==> config.mk <==
export PLATFORM = sky130hd
export DESIGN_NAME = spi_subordinate_flat
export DESIGN_NICKNAME = d
export VERILOG_FILES = /design/src/rtl/spi_pkg.sv /design/src/rtl/spi_subordinate_if.sv /design/src/rtl/spi_pin_sync.sv /design/src/rtl/spi_subordinate.sv /design/src/flat_wrapper.sv
export SDC_FILE = /design/constraint.sdc
export NUM_CORES = 1
export LEC_CHECK = 0
export BUFFER_PORTS_ARGS = -buffer_cell sky130_fd_sc_hd__buf_4
export CORE_MARGIN = 2
export CORE_UTILIZATION = 61
export DETAILED_ROUTE_END_ITERATION = 7
export PLACE_DENSITY = 0.81
export SLEW_MARGIN = 20
export SYNTH_ARGS = -nofsm -noshare
export SYNTH_HDL_FRONTEND = slang
export SYNTH_SLANG_ARGS = --single-unit
==> constraint.sdc <==
create_clock -name clk -period 4.8 [get_ports clk]
set_input_delay 0.48 -clock clk [delete_from_list [all_inputs] [get_ports clk]]
set_output_delay 0.48 -clock clk [all_outputs]
set_load 0.005 [all_outputs]
==> src/rtl/spi_pkg.sv <==
// rtl/spi_pkg.sv - shared types and constants for the SPI subordinate
package spi_pkg;

    typedef enum logic [1:0] {
        IDLE  = 2'd0,
        SHIFT = 2'd1,
        DONE  = 2'd2
    } spi_sub_state_t;

    localparam int SPI_MODE0  = 0;
    localparam int SPI_DATA_W = 8;

endpackage

==> src/rtl/spi_subordinate_if.sv <==
// rtl/spi_subordinate_if.sv - SPI pins plus register-side rx/tx handshake
interface spi_subordinate_if
    import spi_pkg::*;
#(
    parameter int DATA_W = SPI_DATA_W
);
    logic              SCK;
    logic              CS;
    logic              MOSI;
    logic              MISO;
    logic [DATA_W-1:0] tx_data;
    logic              tx_load;
    logic              tx_ready;
    logic [DATA_W-1:0] rx_data;
    logic              rx_valid;
    logic              overrun;
    logic              rx_ack;
    logic              frame_err;
    logic              busy;

    modport slave (
        input  SCK, CS, MOSI, tx_data, tx_load, rx_ack,
        output MISO, tx_ready, rx_data, rx_valid, overrun, frame_err, busy
    );

    modport master (
        output SCK, CS, MOSI, tx_data, tx_load, rx_ack,
        input  MISO, tx_ready, rx_data, rx_valid, overrun, frame_err, busy
    );
endinterface

==> src/rtl/spi_pin_sync.sv <==
// rtl/spi_pin_sync.sv - multi-flop synchronizer with registered rise/fall pulses
module spi_pin_sync #(
    parameter int SYNC_STAGES = 2
) (
    input  logic clk,
    input  logic reset,
    input  logic pin,
    output logic rise,
    output logic fall
);
    logic [SYNC_STAGES-1:0] sync_q;
    logic                   prev;

    // Flops reset low so a pin already low at reset release never looks like a falling edge.
    always_ff @(posedge clk or negedge reset) begin
        if (!reset) begin
            sync_q <= '0;
            prev   <= 1'b0;
            rise   <= 1'b0;
            fall   <= 1'b0;
        end else begin
            sync_q <= {sync_q[SYNC_STAGES-2:0], pin};
            prev   <= sync_q[SYNC_STAGES-1];
            rise   <= sync_q[SYNC_STAGES-1] & ~prev;
            fall   <= ~sync_q[SYNC_STAGES-1] & prev;
        end
    end
endmodule

==> src/rtl/spi_subordinate.sv <==
// rtl/spi_subordinate.sv - SPI mode-0 subordinate: FSM, shift registers, tx buffer, flags
module spi_subordinate
    import spi_pkg::*;
#(
    parameter int DATA_W      = SPI_DATA_W,
    parameter int SYNC_STAGES = 2
) (
    input  logic                clk,
    input  logic                reset,
    spi_subordinate_if.slave    bus
);
    localparam int                CNT_W = $clog2(DATA_W);
    localparam logic [CNT_W-1:0]  LAST  = CNT_W'(DATA_W - 1);

    logic sck_rise, sck_fall, cs_rise, cs_fall;
    logic [SYNC_STAGES:0] mosi_q;
    logic mosi_lvl;

    spi_pin_sync #(.SYNC_STAGES(SYNC_STAGES)) u_sck_sync (
        .clk(clk), .reset(reset), .pin(bus.SCK), .rise(sck_rise), .fall(sck_fall)
    );
    spi_pin_sync #(.SYNC_STAGES(SYNC_STAGES)) u_cs_sync (
        .clk(clk), .reset(reset), .pin(bus.CS), .rise(cs_rise), .fall(cs_fall)
    );

    // One extra flop keeps MOSI aligned with the registered SCK edge pulses.
    always_ff @(posedge clk or negedge reset) begin
        if (!reset) mosi_q <= '0;
        else        mosi_q <= {mosi_q[SYNC_STAGES-1:0], bus.MOSI};
    end
    assign mosi_lvl = mosi_q[SYNC_STAGES];

    spi_sub_state_t     state, state_n;
    logic [CNT_W-1:0]   bit_cnt, bit_cnt_n;
    logic [DATA_W-1:0]  rx_shift, rx_shift_n, tx_shift, tx_shift_n;
    logic [DATA_W-1:0]  tx_buf, tx_buf_n, rx_data_q, rx_data_n, buf_word;
    logic tx_ready_q, tx_ready_n, rx_valid_q, rx_valid_n;
    logic pending, pending_n, overrun_q, overrun_n, frame_err_q, frame_err_n;
    logic cs_high, cs_high_n, consume;

    always_ff @(posedge clk or negedge reset) begin
        if (!reset) begin
            state       <= IDLE;
            bit_cnt     <= '0;
            rx_shift    <= '0;
            tx_shift    <= '0;
            tx_buf      <= '0;
            rx_data_q   <= '0;
            tx_ready_q  <= 1'b1;
            rx_valid_q  <= 1'b0;
            pending     <= 1'b0;
            overrun_q   <= 1'b0;
            frame_err_q <= 1'b0;
            cs_high     <= 1'b0;
        end else begin
            state       <= state_n;
            bit_cnt     <= bit_cnt_n;
            rx_shift    <= rx_shift_n;
            tx_shift    <= tx_shift_n;
            tx_buf      <= tx_buf_n;
            rx_data_q   <= rx_data_n;
            tx_ready_q  <= tx_ready_n;
            rx_valid_q  <= rx_valid_n;
            pending     <= pending_n;
            overrun_q   <= overrun_n;
            frame_err_q <= frame_err_n;
            cs_high     <= cs_high_n;
        end
    end

    always_comb begin
        state_n     = state;
        bit_cnt_n   = bit_cnt;
        rx_shift_n  = rx_shift;
        tx_shift_n  = tx_shift;
        tx_buf_n    = tx_buf;
        rx_data_n   = rx_data_q;
        tx_ready_n  = tx_ready_q;
        rx_valid_n  = 1'b0;
        frame_err_n = 1'b0;
        pending_n   = pending;
        overrun_n   = overrun_q;
        consume     = 1'b0;
        cs_high_n   = cs_rise ? 1'b1 : (cs_fall ? 1'b0 : cs_high);
        buf_word    = tx_ready_q ? '0 : tx_buf;

        unique case (state)
            IDLE: begin
                tx_shift_n = '0;
                if (cs_fall) begin
                    state_n    = SHIFT;
                    tx_shift_n = buf_word;
                    bit_cnt_n  = '0;
                    consume    = 1'b1;
                end
            end
            SHIFT: begin
                if (sck_rise) begin
                    rx_shift_n = {rx_shift[DATA_W-2:0], mosi_lvl};
                    if (bit_cnt == LAST) begin
                        bit_cnt_n = '0;
                        state_n   = DONE;
                    end else begin
                        bit_cnt_n = bit_cnt + CNT_W'(1);
                    end
                end
                if (sck_fall) begin
                    if (bit_cnt == '0) begin
                        tx_shift_n = buf_word;
                        consume    = 1'b1;
                    end else begin
                        tx_shift_n = {tx_shift[DATA_W-2:0], 1'b0};
                    end
                end
                // A word completing on the same clock as CS rising is delivered; DONE then sees CS high.
                if (cs_rise && state_n != DONE) begin
                    frame_err_n = (bit_cnt_n != '0);
                    state_n     = IDLE;
                    bit_cnt_n   = '0;
                    tx_shift_n  = '0;
                end
            end
            DONE: begin
                rx_data_n  = rx_shift;
                rx_valid_n = 1'b1;
                state_n    = (cs_high || cs_rise) ? IDLE : SHIFT;
            end
            default: state_n = IDLE;
        endcase

        if (bus.rx_ack) begin
            if (pending) pending_n = 1'b0;
            else         overrun_n = 1'b0;
        end
        if (state == DONE) begin
            if (pending && !bus.rx_ack) overrun_n = 1'b1;
            pending_n = 1'b1;
        end

        if (consume) tx_ready_n = 1'b1;
        if (bus.tx_load && (tx_ready_q || consume)) begin
            tx_buf_n   = bus.tx_data;
            tx_ready_n = 1'b0;
        end
    end

    assign bus.MISO      = tx_shift[DATA_W-1];
    assign bus.tx_ready  = tx_ready_q;
    assign bus.rx_data   = rx_data_q;
    assign bus.rx_valid  = rx_valid_q;
    assign bus.overrun   = overrun_q;
    assign bus.frame_err = frame_err_q;
    assign bus.busy      = (state != IDLE);
endmodule
==> src/flat_wrapper.sv <==
// flat-port wrapper written by rule: the top's interface ports become plain ports
module spi_subordinate_flat import spi_pkg::*;
#(
    parameter int DATA_W      = SPI_DATA_W,
    parameter int SYNC_STAGES = 2
)
  (clk, reset, bus_SCK, bus_CS, bus_MOSI, bus_tx_data, bus_tx_load, bus_rx_ack, bus_MISO, bus_tx_ready, bus_rx_data, bus_rx_valid, bus_overrun, bus_frame_err, bus_busy);
  spi_subordinate_if #(.DATA_W(DATA_W)) bus_i ();
  input  logic clk;
  input  logic reset;
  input wire logic [$bits(bus_i.SCK)-1:0] bus_SCK;
  input wire logic [$bits(bus_i.CS)-1:0] bus_CS;
  input wire logic [$bits(bus_i.MOSI)-1:0] bus_MOSI;
  input wire logic [$bits(bus_i.tx_data)-1:0] bus_tx_data;
  input wire logic [$bits(bus_i.tx_load)-1:0] bus_tx_load;
  input wire logic [$bits(bus_i.rx_ack)-1:0] bus_rx_ack;
  output wire logic [$bits(bus_i.MISO)-1:0] bus_MISO;
  output wire logic [$bits(bus_i.tx_ready)-1:0] bus_tx_ready;
  output wire logic [$bits(bus_i.rx_data)-1:0] bus_rx_data;
  output wire logic [$bits(bus_i.rx_valid)-1:0] bus_rx_valid;
  output wire logic [$bits(bus_i.overrun)-1:0] bus_overrun;
  output wire logic [$bits(bus_i.frame_err)-1:0] bus_frame_err;
  output wire logic [$bits(bus_i.busy)-1:0] bus_busy;
  assign bus_i.SCK = bus_SCK;
  assign bus_i.CS = bus_CS;
  assign bus_i.MOSI = bus_MOSI;
  assign bus_i.tx_data = bus_tx_data;
  assign bus_i.tx_load = bus_tx_load;
  assign bus_i.rx_ack = bus_rx_ack;
  assign bus_MISO = bus_i.MISO;
  assign bus_tx_ready = bus_i.tx_ready;
  assign bus_rx_data = bus_i.rx_data;
  assign bus_rx_valid = bus_i.rx_valid;
  assign bus_overrun = bus_i.overrun;
  assign bus_frame_err = bus_i.frame_err;
  assign bus_busy = bus_i.busy;
  spi_subordinate #(.DATA_W(DATA_W), .SYNC_STAGES(SYNC_STAGES)) u_core (.clk(clk), .reset(reset), .bus(bus_i));
endmodule
Word-level counts from Yosys, hierarchy flattened --
Index checks and enable logic that the tools add are counted.
Storage, ports and cells: logic and storage cells 89, flip-flop bits (word level) 56, output and inout bits 14, bits of input ports 15
Operators by class: bitwise operators 8, reduce and logical (&&, ||, !) cells 17, add/subtract/negate cells 1, muxes and demuxes 36, equal/unequal tests 6
Operator list (number):
- 2-to-1 mux 8 bit | 5
- 2-to-1 mux 1 bit | 17
- one-hot mux 8 bit (2 select lines) | 1
- 2-to-1 mux 3 bit | 5
- 2-to-1 mux 2 bit | 5
- nonzero test 2 bit | 5
- one-hot mux 2 bit (3 select lines) | 1
- one-hot mux 3 bit (2 select lines) | 1
- AND reduction 2 bit | 3
- bitwise AND 1 bit | 4
- != test 2 bit, second input constant | 2
- inverter 1 bit | 4
- adder 3 x 1 -> 3 bit, second input constant | 1
- == test 3 bit, second input constant | 1
- logical AND 1 bit | 3
- logical NOT 3 bit | 1
- != test 3 x 2 -> 1 bit, second input constant | 1
- nonzero test 3 bit | 1
- == test 2 x 1 -> 1 bit, second input constant | 1
- == test 2 bit, second input constant | 1
- logical NOT 2 bit | 1
- logical OR 1 bit | 2
- one-hot mux 1 bit (2 select lines) | 1
- logical NOT 1 bit | 1

Depth between registers and ports, before layout --
Gate-level depths: netlist of run 1.
word-level depth 8, mapped depth 7, gate-level depth less buffers 6

By module --
From an unflattened synthesis of run 1, not the netlist that was laid out.
Unflattened totals: cell total of the unflattened synthesis 185, area, all modules 2277.2 µm²
Modules (own cells, without submodules):
- spi_subordinate | cells each 171, times used 1, area an instance 1996.9 µm², seq. area each 1152.4 µm²
- spi_pin_sync | cells each 7, times used 2, area an instance 140.1 µm², seq. area each 125.1 µm²

Worst setup path after synthesis of run 1 --
OpenSTA, ideal clock, no wires.
path kind register -> register, start point reg u_core.bit_cnt[0], end point reg u_core.tx_shift[4], stages on the path, launching flop included 7, buffers on the path 1, period minus slack after synthesis 1.794 ns, required time 4.705 ns, path slack 3.006 ns, data arrival time 1.698 ns, library setup time 0.095 ns, cells stage by stage dfrtp_1 > ha_1 > ha_1 > a21bo_4 > a31o_2 > clkbuf_8 > o31ai_1
Between the ends: word-level cells in the longest chain between the ends 8
Ends and longest elaborated chain:
- start, declared | line spi_subordinate.sv:34 | logic [CNT_W-1:0] bit_cnt, bit_cnt_n;
- start signal, assigned | line spi_subordinate.sv:57 | bit_cnt <= bit_cnt_n;
- == test 3 bit | line spi_subordinate.sv:100 | if (bit_cnt == LAST) begin
- 2-to-1 mux 2 bit | line spi_subordinate.sv:100
- 2-to-1 mux 2 bit | line spi_subordinate.sv:98 | if (sck_rise) begin
- 2-to-1 mux 2 bit | line spi_subordinate.sv:87 | unique case (state)
- != test 2 bit | line spi_subordinate.sv:116 | if (cs_rise && state_n != DONE) begin
- logical AND 1 bit | line spi_subordinate.sv:116
- 2-to-1 mux 8 bit / != test 3 x 2 -> 1 bit (equally long branches)
- one-hot mux 8 bit (2 select lines) / AND reduction 2 bit (equally long branches)
- end signal, assigned | line spi_subordinate.sv:59 | tx_shift <= tx_shift_n;
- end, declared | line spi_subordinate.sv:35 | logic [DATA_W-1:0] rx_shift, rx_shift_n, tx_shift, tx_shift_n;
Several ways; a longest one is shown, not always the timed one. The select of a mux whose other input is x is not followed. A chain may end at the register's enable or synchronous reset.

Worst setup path after layout of run 1 --
start point reg u_core.bit_cnt[0], end point reg u_core.tx_buf[6]
Between the ends: word-level cells in the longest chain between the ends 6
Ends and longest elaborated chain:
- logical NOT 3 bit | line spi_subordinate.sv:108 | if (bit_cnt == '0) begin
- 2-to-1 mux 1 bit | line spi_subordinate.sv:108
- 2-to-1 mux 1 bit | line spi_subordinate.sv:107 | if (sck_fall) begin
- one-hot mux 1 bit (2 select lines) | line spi_subordinate.sv:87
- logical OR 1 bit | line spi_subordinate.sv:141 | if (bus.tx_load && (tx_ready_q || consume)) begin
- logical AND 1 bit | line spi_subordinate.sv:141
- end signal, assigned | line spi_subordinate.sv:60 | tx_buf <= tx_buf_n;
- end, declared | line spi_subordinate.sv:36 | logic [DATA_W-1:0] tx_buf, tx_buf_n, rx_data_q, rx_data_n, buf_word;
No other way between the ends.

==> metrics.txt, run 1 <==
Die ar.=4350 µm²; Netlist cell types=38; R2R depth=6; die height=66.0 µm; H-tree levels=2; final hold viol count=0; CP Capture Point=u_core.tx_buf[6]$_DFFE_PN0P_; CTS tree=built; Crit Path Category=register to register; global-route wire length before repair=6610 µm; HPWL after DPL=2740 µm; Syn Area/Cell=13.2 µm²; Fillers=254; largest net degree at the start of global routing=57; worst clock skew=8.92 ps; Final ANT Viol Nets=0; post-synthesis mux area share=12.8%; Final Setup Violations=0; worst-path fanout max=8; RSZ-0062 raised after global routing=no; Ys Warns=0; Final Net Count=225; crit share post-route=49.3%; WP data arrival=2550 ps; area grow syn2layout=14.4%; Antenna Diode Count=0; DRC=0; Post-Route M1 WL=1650 µm; Top Metal Used=met4; site row count=22; Mapped Area=2340 µm²; grt ovf=0; most frequent cells in the layout=dfrtp_1 (55), buf_4 (28), mux2_2 (16); Cells after Synth=177; setup_tns=0 ps; Critical Path, Cell by Cell=inv_1 -> ha_1 -> nor4bb_4 -> a221oi_2 -> nor2b_1 -> mux2_4; vias in the first global route=1469; worst hold path type=primary input to async pin; Req. time, crit path=4990 ps; routed wl met3=143 µm; Hold Worst Slack=201 ps; f_max=0.423 GHz; Seq cells post-synth=56; Synth Area in Simple Gates=10.7%; wire per inst=14.8 µm; Worst-Skew Late Latency=300 ps; share of layout cells above drive strength 1=32.7%; CTS root buffer=clkbuf_8; CP max stage delay=790 ps; flop-to-flop setup slack=2430 ps; post-cts sizing count=0; register area=1400 µm²; Worst R2R End=u_core.tx_buf[6]$_DFFE_PN0P_; final WL=3800 µm; # hold bufs at CTS=0; XOR/XNOR Fraction of Synth Area=0%; outcome=finished, final reports clean; core region area=3690 µm²; Die X-Extent=66.0 µm; routability cong.=0.800; CP Capture Type=register; power per cell area=433 nW/µm²; register area share after synthesis=59.9%; multi-input logic area=860 µm²; Final Cell Area=2680 µm²; Bufs and invs on worst path=1; Max Cap Violations=0; WP depth=6; initial antenna violation count=0; Worst R2R Start=u_core.bit_cnt[0]$_DFFE_PN0P_; maximum ir drop on the vdd rail=0.000263 V; Placed Area=2570 µm²; drt via density=5.63; Synth Area in Adders=1.60%; leading cell type in the layout, fill and taps excluded=dfrtp_1; crit path from=u_core.bit_cnt[0]$_DFFE_PN0P_; DRT iter0 DRCs=90; Min Clock Period, post-route=2370 ps; largest family of logic cells by synthesized area=multiplexers; Syn Nets=195; vias after detailed routing=1441; DR pass1 iterations=4; Port Buffers=28; clock-pin slew on the worst setup and hold paths=100 ps; CP top delay family=simple AND/OR/NAND/NOR gates; utilization after layout=72.6%; total leakage power=1.32 nW; critical path's slowest cell=nor2b_1; clock sinks=56; met2 WL=1910 µm; Initial Util=63.5%; total CTS buffers=5; Final Max Slew Viols=0; Synth Area in Compound Gates=11.5%; max_slew headroom=32.8%; Worst Setup Start Kind=register; maximum clock path buffer count=2; Worst-Margin Slew=1010 ps; GRT Util Overall=20.7%; Post-CTS Setup Inserts=0; IO Pins=29
-- worst min path at each step --
stage | cells after the start | to | slack [ps]
2_1_floorplan | 0 | u_core.bit_cnt[0]$_DFFE_PN0P_ | 180
3_3_place_gp | 0 | u_core.mosi_q[2]$_DFF_PN0_ | 330
3_5_place_dp | 0 | u_core.u_sck_sync.sync_q[1]$_DFF_PN0_ | 340
4_1_cts | 1 | u_core.bus.rx_data[7]$_DFFE_PN0P_ | 220
5_1_grt | 1 | u_core.rx_shift[6]$_DFFE_PN0P_ | 240
6_report | 1 | u_core.bus.rx_data[3]$_DFFE_PN0P_ | 200
-- worst reg2reg max path, delay by kind of cell, from the launching register on --
family / cells / cell delay [ps]
and+or+nand+nor: 2 / 1120
DFF: 1 / 430
muxes: 1 / 350
adders and majority gates: 1 / 180
AOI/OAI and AO/OA: 1 / 100
buffers and inverters: 1 / 80
-- kinds of logic (layout without fill, tap and decap cells) --
logic type,after synthesis,in the layout
AND/OR/NAND/NOR,45,45
adder cells (fa/ha/maj),3,3
multiplexers,24,24
flip-flops,56,56
buffers and inverters,14,45
AO/OA/AOI/OAI,35,35
-- cell type report --
class	instances	share of cell area (%)
tap	48	2.24
inverter	9	1.26
clock buffer	5	2.57
clock inverter	3	1.59
multi-input combinational	107	32.1
timing repair buffer	28	7.85
sequential	56	52.4
-- stage by stage --
step	std cells	total power, W	setup slack, ps
finish	256	0.00116	2430
global route	256	0.00123	2290
CTS	256	0.00117	2420
detailed placement	248	0.000873	2440
global placement	248	0.000854	2590
floorplan	177	0.000803	3010
-- routing by layer --
metal	track usage [%]	up-vias
met5	0	-
met1	26.3	711
li1	-	684
met4	9.18	0
met3	5.62	8
met2	33.2	38
-- sequential cells by signal, summed over array words and instances, names as in the netlist, 2 cells and up --
register,cells
u_core.bit_cnt,3
u_core.bus.rx_data,8
u_core.mosi_q,3
u_core.rx_shift,8
u_core.state,2
u_core.tx_buf,8
u_core.tx_shift,8
u_core.u_cs_sync.sync_q,2
u_core.u_sck_sync.sync_q,2
-- synth_stat cells --
master / n / share of area (%)
a22o_1: 1 / 0.37
nand2b_1: 2 / 0.53
dfstp_2: 1 / 1.1
nor4_1: 2 / 0.53
a22oi_1: 1 / 0.32
nor2_2: 1 / 0.27
o21ai_0: 3 / 0.64
o41ai_1: 1 / 0.37
a21bo_4: 1 / 0.70
nand2_2: 1 / 0.27
o22ai_1: 1 / 0.27
a21o_1: 1 / 0.32
buf_6: 2 / 0.96
clkbuf_8: 1 / 0.59
a32o_1: 3 / 1.3
mux2_4: 8 / 5.1
nor4b_1: 1 / 0.37
nor3_4: 1 / 0.70
nor4bb_4: 1 / 1.1
inv_1: 9 / 1.4
dfrtp_1: 55 / 59
mux2_2: 16 / 7.7
ha_1: 3 / 1.6
a2bb2oi_1: 6 / 2.2
nor2_1: 14 / 2.2
a21oi_1: 8 / 1.7
a31o_2: 1 / 0.37
nand3_1: 1 / 0.21
nor2b_1: 7 / 1.9
a221oi_2: 1 / 0.64
clkbuf_1: 1 / 0.16
o31ai_1: 6 / 1.9
and2b_1: 1 / 0.32
or2b_1: 1 / 0.32
nand2_1: 11 / 1.8
buf_2: 1 / 0.21
and3_1: 1 / 0.27
a211o_1: 1 / 0.37
-- report_power, final --
| group | total (W) | leakage (nW) | switching, W | internal [W] |
|---|---|---|---|---|
| clock | 0.000296 | 0.0541 | 0.000142 | 0.000154 |
| sequential | 0.000625 | 0.716 | 0.0000664 | 0.000559 |
| combinational | 0.000238 | 0.547 | 0.000103 | 0.000135 |
No activity file was read; power rests on OpenSTA's default activity.
==> run 2: changes to the inputs <==
--- a/config.mk
+++ b/config.mk
@@ -5,11 +5,12 @@
 export SDC_FILE = /design/constraint.sdc
 export NUM_CORES = 1
 export LEC_CHECK = 0
+export ABC_AREA = 1
 export BUFFER_PORTS_ARGS = -buffer_cell sky130_fd_sc_hd__buf_4
 export CORE_MARGIN = 2
-export CORE_UTILIZATION = 61
+export CORE_UTILIZATION = 51
 export DETAILED_ROUTE_END_ITERATION = 7
-export PLACE_DENSITY = 0.81
+export PLACE_DENSITY = 0.72
 export SLEW_MARGIN = 20
 export SYNTH_ARGS = -nofsm -noshare
 export SYNTH_HDL_FRONTEND = slang
==> constraint.sdc (replaced) <==
create_clock -name clk -period 2.1 [get_ports clk]
set_input_delay 0.21 -clock clk [delete_from_list [all_inputs] [get_ports clk]]
set_output_delay 0.21 -clock clk [all_outputs]
set_load 0.005 [all_outputs]
==> run 2 against run 1 <==
Against the previous run: sequential power increased by 120%; clock-buffer cell count unchanged; utilization decreased by 12 points; sequential share of layout area decreased by 2.5 points; critical endpoint is now u_core.tx_buf[7]$_DFFE_PN0P_; final area increased by 5.0%.
==> metrics.txt, run 2 <==
outcome=finished, final reports clean; Syn Area/Cell=8.63 µm²; vias in the first global route=1730; most used flip-flop cell after synthesis=dfrtp_1; top-count cell post-synth=nand2_1; Final Instance Count excl. Fillers=368; wire per inst=10.9 µm; worst-path fanout max=9; Final Max Slew Viols=0; Sw Pwr=0.000873 W; drt via density=4.81; clock sinks=56; Die ar.=5320 µm²; vias after detailed routing=1771; DR pass1 iterations=4; site row count=25; core region area=4660 µm²; Worst-Margin Slew=677 ps; DRC=0; post-synth top area share=56.7%; total CTS buffers=5; Final Setup Violations=0; Netlist cell types=25; crit share post-route=74.4%; HPWL after DPL=2780 µm; Cells after Synth=281; maximum clock path buffer count=2; Sw Ratio=31.6%; Synth async-reset ratio=100%; Mapped Area=2430 µm²; Req. time, crit path=2300 ps; final hold viol count=0; Seq cells post-synth=56; Syn Nets=299; leading cell type in the layout, fill and taps excluded=nand2_1; synth cell count leaders=nand2_1 (87), dfrtp_1 (55), nor2_1 (36), inv_1 (32), o21ai_0 (23); total leakage power=1.52 nW; max_slew headroom=54.9%; RSZ-0062 raised after global routing=no; Post-CTS Setup Inserts=0; GRT Util Overall=17.8%; initial antenna violation count=0; final WL=4020 µm; Post-synth EDFFs=0; area grow syn2layout=15.8%; largest net degree at the start of global routing=57; share of layout cells above drive strength 1=16.2%; Comb pwr share=24.0%; Final ANT Viol Nets=0; die height=73.0 µm; placed cells=356; post-synth top area cell=dfrtp_1; H-tree levels=2; Crit Path Category=register to register; Min Clock Period, post-route=1560 ps; CTS tree=built; Final Net Count=331; Tot Pwr=0.00276 W; utilization after layout=60.3%; Initial Util=52.1%; post-cts sizing count=0; WP data arrival=1770 ps; Die X-Extent=73.0 µm; CTS root buffer=clkbuf_8; f_max=0.640 GHz; routability cong.=0.782; critical path's slowest cell=dfrtp_1; global-route wire length before repair=7330 µm; Clk pwr share=25.6%; Port Buffers=28; setup_tns=0 ps; Ys Warns=0; CP Capture Type=register; grt ovf=0; DRT iter0 DRCs=150; CP max stage delay=390 ps; internal power=0.00189 W; Max Cap Violations=0; Worst Setup Start Kind=register; IO Pins=29; register share of total power=50.4%; maximum ir drop on the vdd rail=0.000587 V; Worst-Skew Late Latency=310 ps; register area share after synthesis=57.8%; Fillers=401; worst hold path type=primary input to register; Critical Path, Cell by Cell=inv_1 -> ha_1 -> inv_1 -> nor2_2 -> nand3_2 -> nand2_2 -> nand2_4 -> nand2_1 -> nand2_1; power per cell area=983 nW/µm²; most frequent cells in the layout=nand2_1 (87), dfrtp_1 (55), nor2_1 (36); clock-pin slew on the worst setup and hold paths=100 ps; Antenna Diode Count=0; Synth area leaders=dfrtp_1 (57%), nand2_1 (13%), nor2_1 (5.6%); worst clock skew=7.01 ps
run 2: changes by cell type after synthesis, sizes merged, moves of 3 or more:
cell / before / now
a21oi: 8 / 4
a2bb2oi: 6 / 0
a32o: 3 / 0
buf: 3 / 6
inv: 9 / 35
mux2: 24 / 0
nand2: 12 / 93
nand3: 1 / 15
nor2: 15 / 38
nor2b: 7 / 0
o21ai: 3 / 24
o31ai: 6 / 0
run 2: cell type report:
| type | count | area [µm²] | area share, % |
|---|---|---|---|
| Clock buffer | 5 | 68.8 | 2.45 |
| Clock inverter | 3 | 46.3 | 1.65 |
| Inverter | 35 | 131 | 4.67 |
| Multi-Input combinational cell | 182 | 836 | 29.7 |
| Sequential cell | 56 | 1400 | 49.9 |
| Tap cell | 54 | 67.6 | 2.40 |
| Timing Repair Buffer | 33 | 258 | 9.17 |
run 2: metrics by stage:
step / hold slack (ps) / setup slack [ps] / cell area, µm²
6_report: 113 / 537 / 2810
5_1_grt: 108 / 313 / 2810
4_1_cts: 104 / 527 / 2810
3_5_place_dp: 308 / 570 / 2660
3_3_place_gp: 299 / 599 / 2660
2_1_floorplan: -85.6 / 685 / 2430
run 2: logic make-up after synthesis:
| logic type | Yosys count | share of synthesized area, % |
|---|---|---|
| adder cells (fa/ha/maj) | 3 | 1.55 |
| buffers and inverters | 43 | 7.74 |
| AO/OA/AOI/OAI | 32 | 7.37 |
| flip-flops | 56 | 57.8 |
| AND/OR/NAND/NOR | 147 | 25.5 |
run 2: worst max-delay path: cells and delay by family, from the launching register on:
| kind | cells | cell delay (ps) |
|---|---|---|
| adder cells (fa/ha/maj) | 1 | 170 |
| buffers and inverters | 2 | 150 |
| flip-flops | 1 | 390 |
| AND/OR/NAND/NOR | 6 | 750 |
run 2: layer usage:
metal  track usage [%]  share of wire (%)  vias to the layer above
li1                  -                  -                      925
met3              3.45                3.2                        6
met2              27.7                 45                       29
met4              8.44                2.0                        0
met5                 0                  0                        -
met1              24.1                 50                      811
run 2: worst paths after layout:
kind                                                      start                                    to  slack, ps  cells past startpoint
max                               u_core.bit_cnt[0]$_DFFE_PN0P_          u_core.tx_buf[7]$_DFFE_PN0P_        540                      9
min                                                 bus_tx_load       u_core.bus.tx_ready$_DFFE_PN1P_        110                      2
max reg2reg                       u_core.bit_cnt[0]$_DFFE_PN0P_          u_core.tx_buf[7]$_DFFE_PN0P_        540                      9
max in group asynchronous                                 reset           u_core.state[0]$_DFFE_PN0P_       1170                      2
min reg2reg                u_core.u_cs_sync.sync_q[0]$_DFF_PN0_  u_core.u_cs_sync.sync_q[1]$_DFF_PN0_        360                      0
min in group asynchronous                                 reset     u_core.bus.rx_data[1]$_DFFE_PN0P_        470                      2
run 2: power by group through the flow:
stage	Combinational (W)	Sequential (W)	Clock [W]
CTS	0.000666	0.00139	0.000730
floorplan	0.000526	0.00138	0
global placement	0.000641	0.00141	0
detailed placement	0.000657	0.00141	0
global route	0.000792	0.00142	0.000765
finish	0.000662	0.00139	0.000707
run 2: what timing repair did:
action	4_1_cts	5_1_grt
endpoints found under the hold margin	58	0
hold buffers	4	0
setup endpoints to repair	0	0
==> run 3: changes to the inputs <==
--- a/config.mk
+++ b/config.mk
@@ -8,9 +8,9 @@
 export ABC_AREA = 1
 export BUFFER_PORTS_ARGS = -buffer_cell sky130_fd_sc_hd__buf_4
 export CORE_MARGIN = 2
-export CORE_UTILIZATION = 51
+export CORE_UTILIZATION = 57
 export DETAILED_ROUTE_END_ITERATION = 7
-export PLACE_DENSITY = 0.72
+export PLACE_DENSITY = 0.76
 export SLEW_MARGIN = 20
 export SYNTH_ARGS = -nofsm -noshare
 export SYNTH_HDL_FRONTEND = slang
==> constraint.sdc (replaced) <==
create_clock -name clk -period 1.6 [get_ports clk]
set_input_delay 0.16 -clock clk [delete_from_list [all_inputs] [get_ports clk]]
set_output_delay 0.16 -clock clk [all_outputs]
set_load 0.005 [all_outputs]
==> run 3 against run 2 <==
Against the previous run: sequential share of layout area is 0.18 points lower; critical path depth decreased by 1; first-iteration DRC count fell by 38%; utilization grew 9.2 points; critical endpoint is now u_core.tx_shift[0]$_DFFE_PN0P_; fmax rose by 6.6%.
==> metrics.txt, run 3 (synthesized netlist as in run 2, its figures left out) <==
Fillers=300; flop-to-flop setup slack=130 ps; power per cell area=1250 nW/µm²; Worst Setup Start Kind=register; GRT Util Overall=19.1%; CTS tree=built; outcome=finished, final reports clean; maximum clock path buffer count=2; H-tree levels=2; Worst R2R Start=u_core.bit_cnt[1]$_DFFE_PN0P_; drt via density=4.78; Antenna Diode Count=0; worst hold path type=primary input to register; Worst R2R End=u_core.tx_shift[0]$_DFFE_PN0P_; Req. time, crit path=1800 ps; global-route wire length before repair=7270 µm; worst-path fanout max=3; final WL=4070 µm; Min Clock Period, post-route=1470 ps; initial antenna violation count=0; Die X-Extent=69.2 µm; DR pass1 iterations=4; multi-input logic area=860 µm²; Worst-Skew Late Latency=310 ps; RSZ-0062 raised after global routing=no; most frequent cells in the layout=nand2_1 (85), dfrtp_1 (55), nor2_1 (36); Max Cap Violations=0; total leakage power=1.52 nW; routability cong.=0.861; setup_tns=0 ps; register area=1400 µm²; share of layout cells above drive strength 1=17.1%; Final Max Slew Viols=0; area grow syn2layout=16.2%; leading cell type in the layout, fill and taps excluded=nand2_1; f_max=0.682 GHz; Worst-Margin Slew=679 ps; DP Worst Slack=87.0 ps; total CTS buffers=5; Initial Util=59.8%; HPWL after DPL=2810 µm; final hold viol count=0; CTS root buffer=clkbuf_8; Hold Crit Depth=2; wire per inst=11.2 µm; clock sinks=56; min setup slack post-route=134 ps; vias in the first global route=1625; core region area=4060 µm²; site row count=23; CP Capture Type=register; WHS Endpoint=u_core.bus.tx_ready$_DFFE_PN1P_; IO Pins=29; clock-pin slew on the worst setup and hold paths=90 ps; Port Buffers=28; Final ANT Viol Nets=0; Final Net Count=333; maximum ir drop on the vdd rail=0.000756 V; Final Setup Violations=0; critical hold path startpoint=bus_tx_load; Post-CTS Setup Inserts=0; vias after detailed routing=1746; WP data arrival=1670 ps; R2R depth=8; die height=69.2 µm; worst clock skew=2.72 ps; grt ovf=0; Crit Path Category=register to register; DRC=0; largest net degree at the start of global routing=57; DRT iter0 DRCs=93; max_slew headroom=54.7%; crit share post-route=91.6%; Die ar.=4790 µm²
==> run 3: cell types whose count changed in the layout (fill, tap and decap cells not counted), sizes merged <==
cell    delta
bufinv     -1
clkbuf     +1
inv        -1
buf        +2
==> run 3: worst max path at each step <==
stage,from,end,slack [ps]
floorplan,u_core.bit_cnt[0]$_DFFE_PN0P_,u_core.tx_shift[7]$_DFFE_PN0P_,190
global route,u_core.bit_cnt[1]$_DFFE_PN0P_,u_core.tx_shift[6]$_DFFE_PN0P_,10
finish,u_core.bit_cnt[1]$_DFFE_PN0P_,u_core.tx_shift[0]$_DFFE_PN0P_,130
detailed placement,u_core.bit_cnt[1]$_DFFE_PN0P_,u_core.tx_shift[2]$_DFFE_PN0P_,90
global placement,u_core.bit_cnt[1]$_DFFE_PN0P_,u_core.tx_shift[2]$_DFFE_PN0P_,150
CTS,u_core.bit_cnt[1]$_DFFE_PN0P_,u_core.tx_shift[2]$_DFFE_PN0P_,60
==> run 3: worst max-delay path, cell delays in order, from the launching register on <==
cell and delay [ps]:
dfrtp_1 410, ha_1 190, ha_1 220, nand2_2 90, nand2_2 90, nor2_1 180
nor2_1 60, nand3b_1 80, nand2_1 50
==> run 3: final cells by class <==
cell class / instances / share of cell area [%]
flip-flops and latches: 56 / 49.7
multi-input cells: 182 / 30.5
repair buffers: 35 / 9.67
inverters: 35 / 4.66
clock buffers: 6 / 2.93
well taps: 50 / 2.22
clock inverters: 1 / 0.311
==> run 3: per-stage QoR <==
| step | hold WS, ps | cell area (µm²) | total power [W] | utilization [%] | std cells |
|---|---|---|---|---|---|
| after floorplan | -136 | 2430 | 0.00250 | - | 281 |
| after global placement | 247 | 2670 | 0.00272 | 65.7 | 354 |
| after detailed placement | 248 | 2670 | 0.00275 | 65.7 | 354 |
| after CTS | 52.3 | 2800 | 0.00354 | 68.9 | 365 |
| after global routing | 68.0 | 2820 | 0.00380 | 69.5 | 365 |
| final | 64.0 | 2820 | 0.00352 | 69.5 | 365 |
==> run 3: report_power, final <==
part | total, W | switching, W | internal (W)
logic | 0.000910 | 0.000555 | 0.000355
registers | 0.00183 | 0.000154 | 0.00168
clock network | 0.000780 | 0.000434 | 0.000346
total | 0.00352 | 0.00114 | 0.00238
==> run 3: routing by layer <==
| layer | wire length (µm) | track usage (%) | vias to the layer above |
|---|---|---|---|
| li1 | - | - | 924 |
| met1 | 1980 | 27.0 | 782 |
| met2 | 1860 | 28.7 | 35 |
| met3 | 178 | 5.23 | 5 |
| met4 | 53 | 6.54 | 0 |
| met5 | 0 | 0 | - |
==> run 3: what timing repair did <==
| action | in CTS | in global routing |
|---|---|---|
| hold buffers | 4 | 0 |
| endpoints found under the hold margin | 58 | 0 |
| endpoints found under the setup margin | 0 | 13 |
| resized for setup | 0 | 5 |
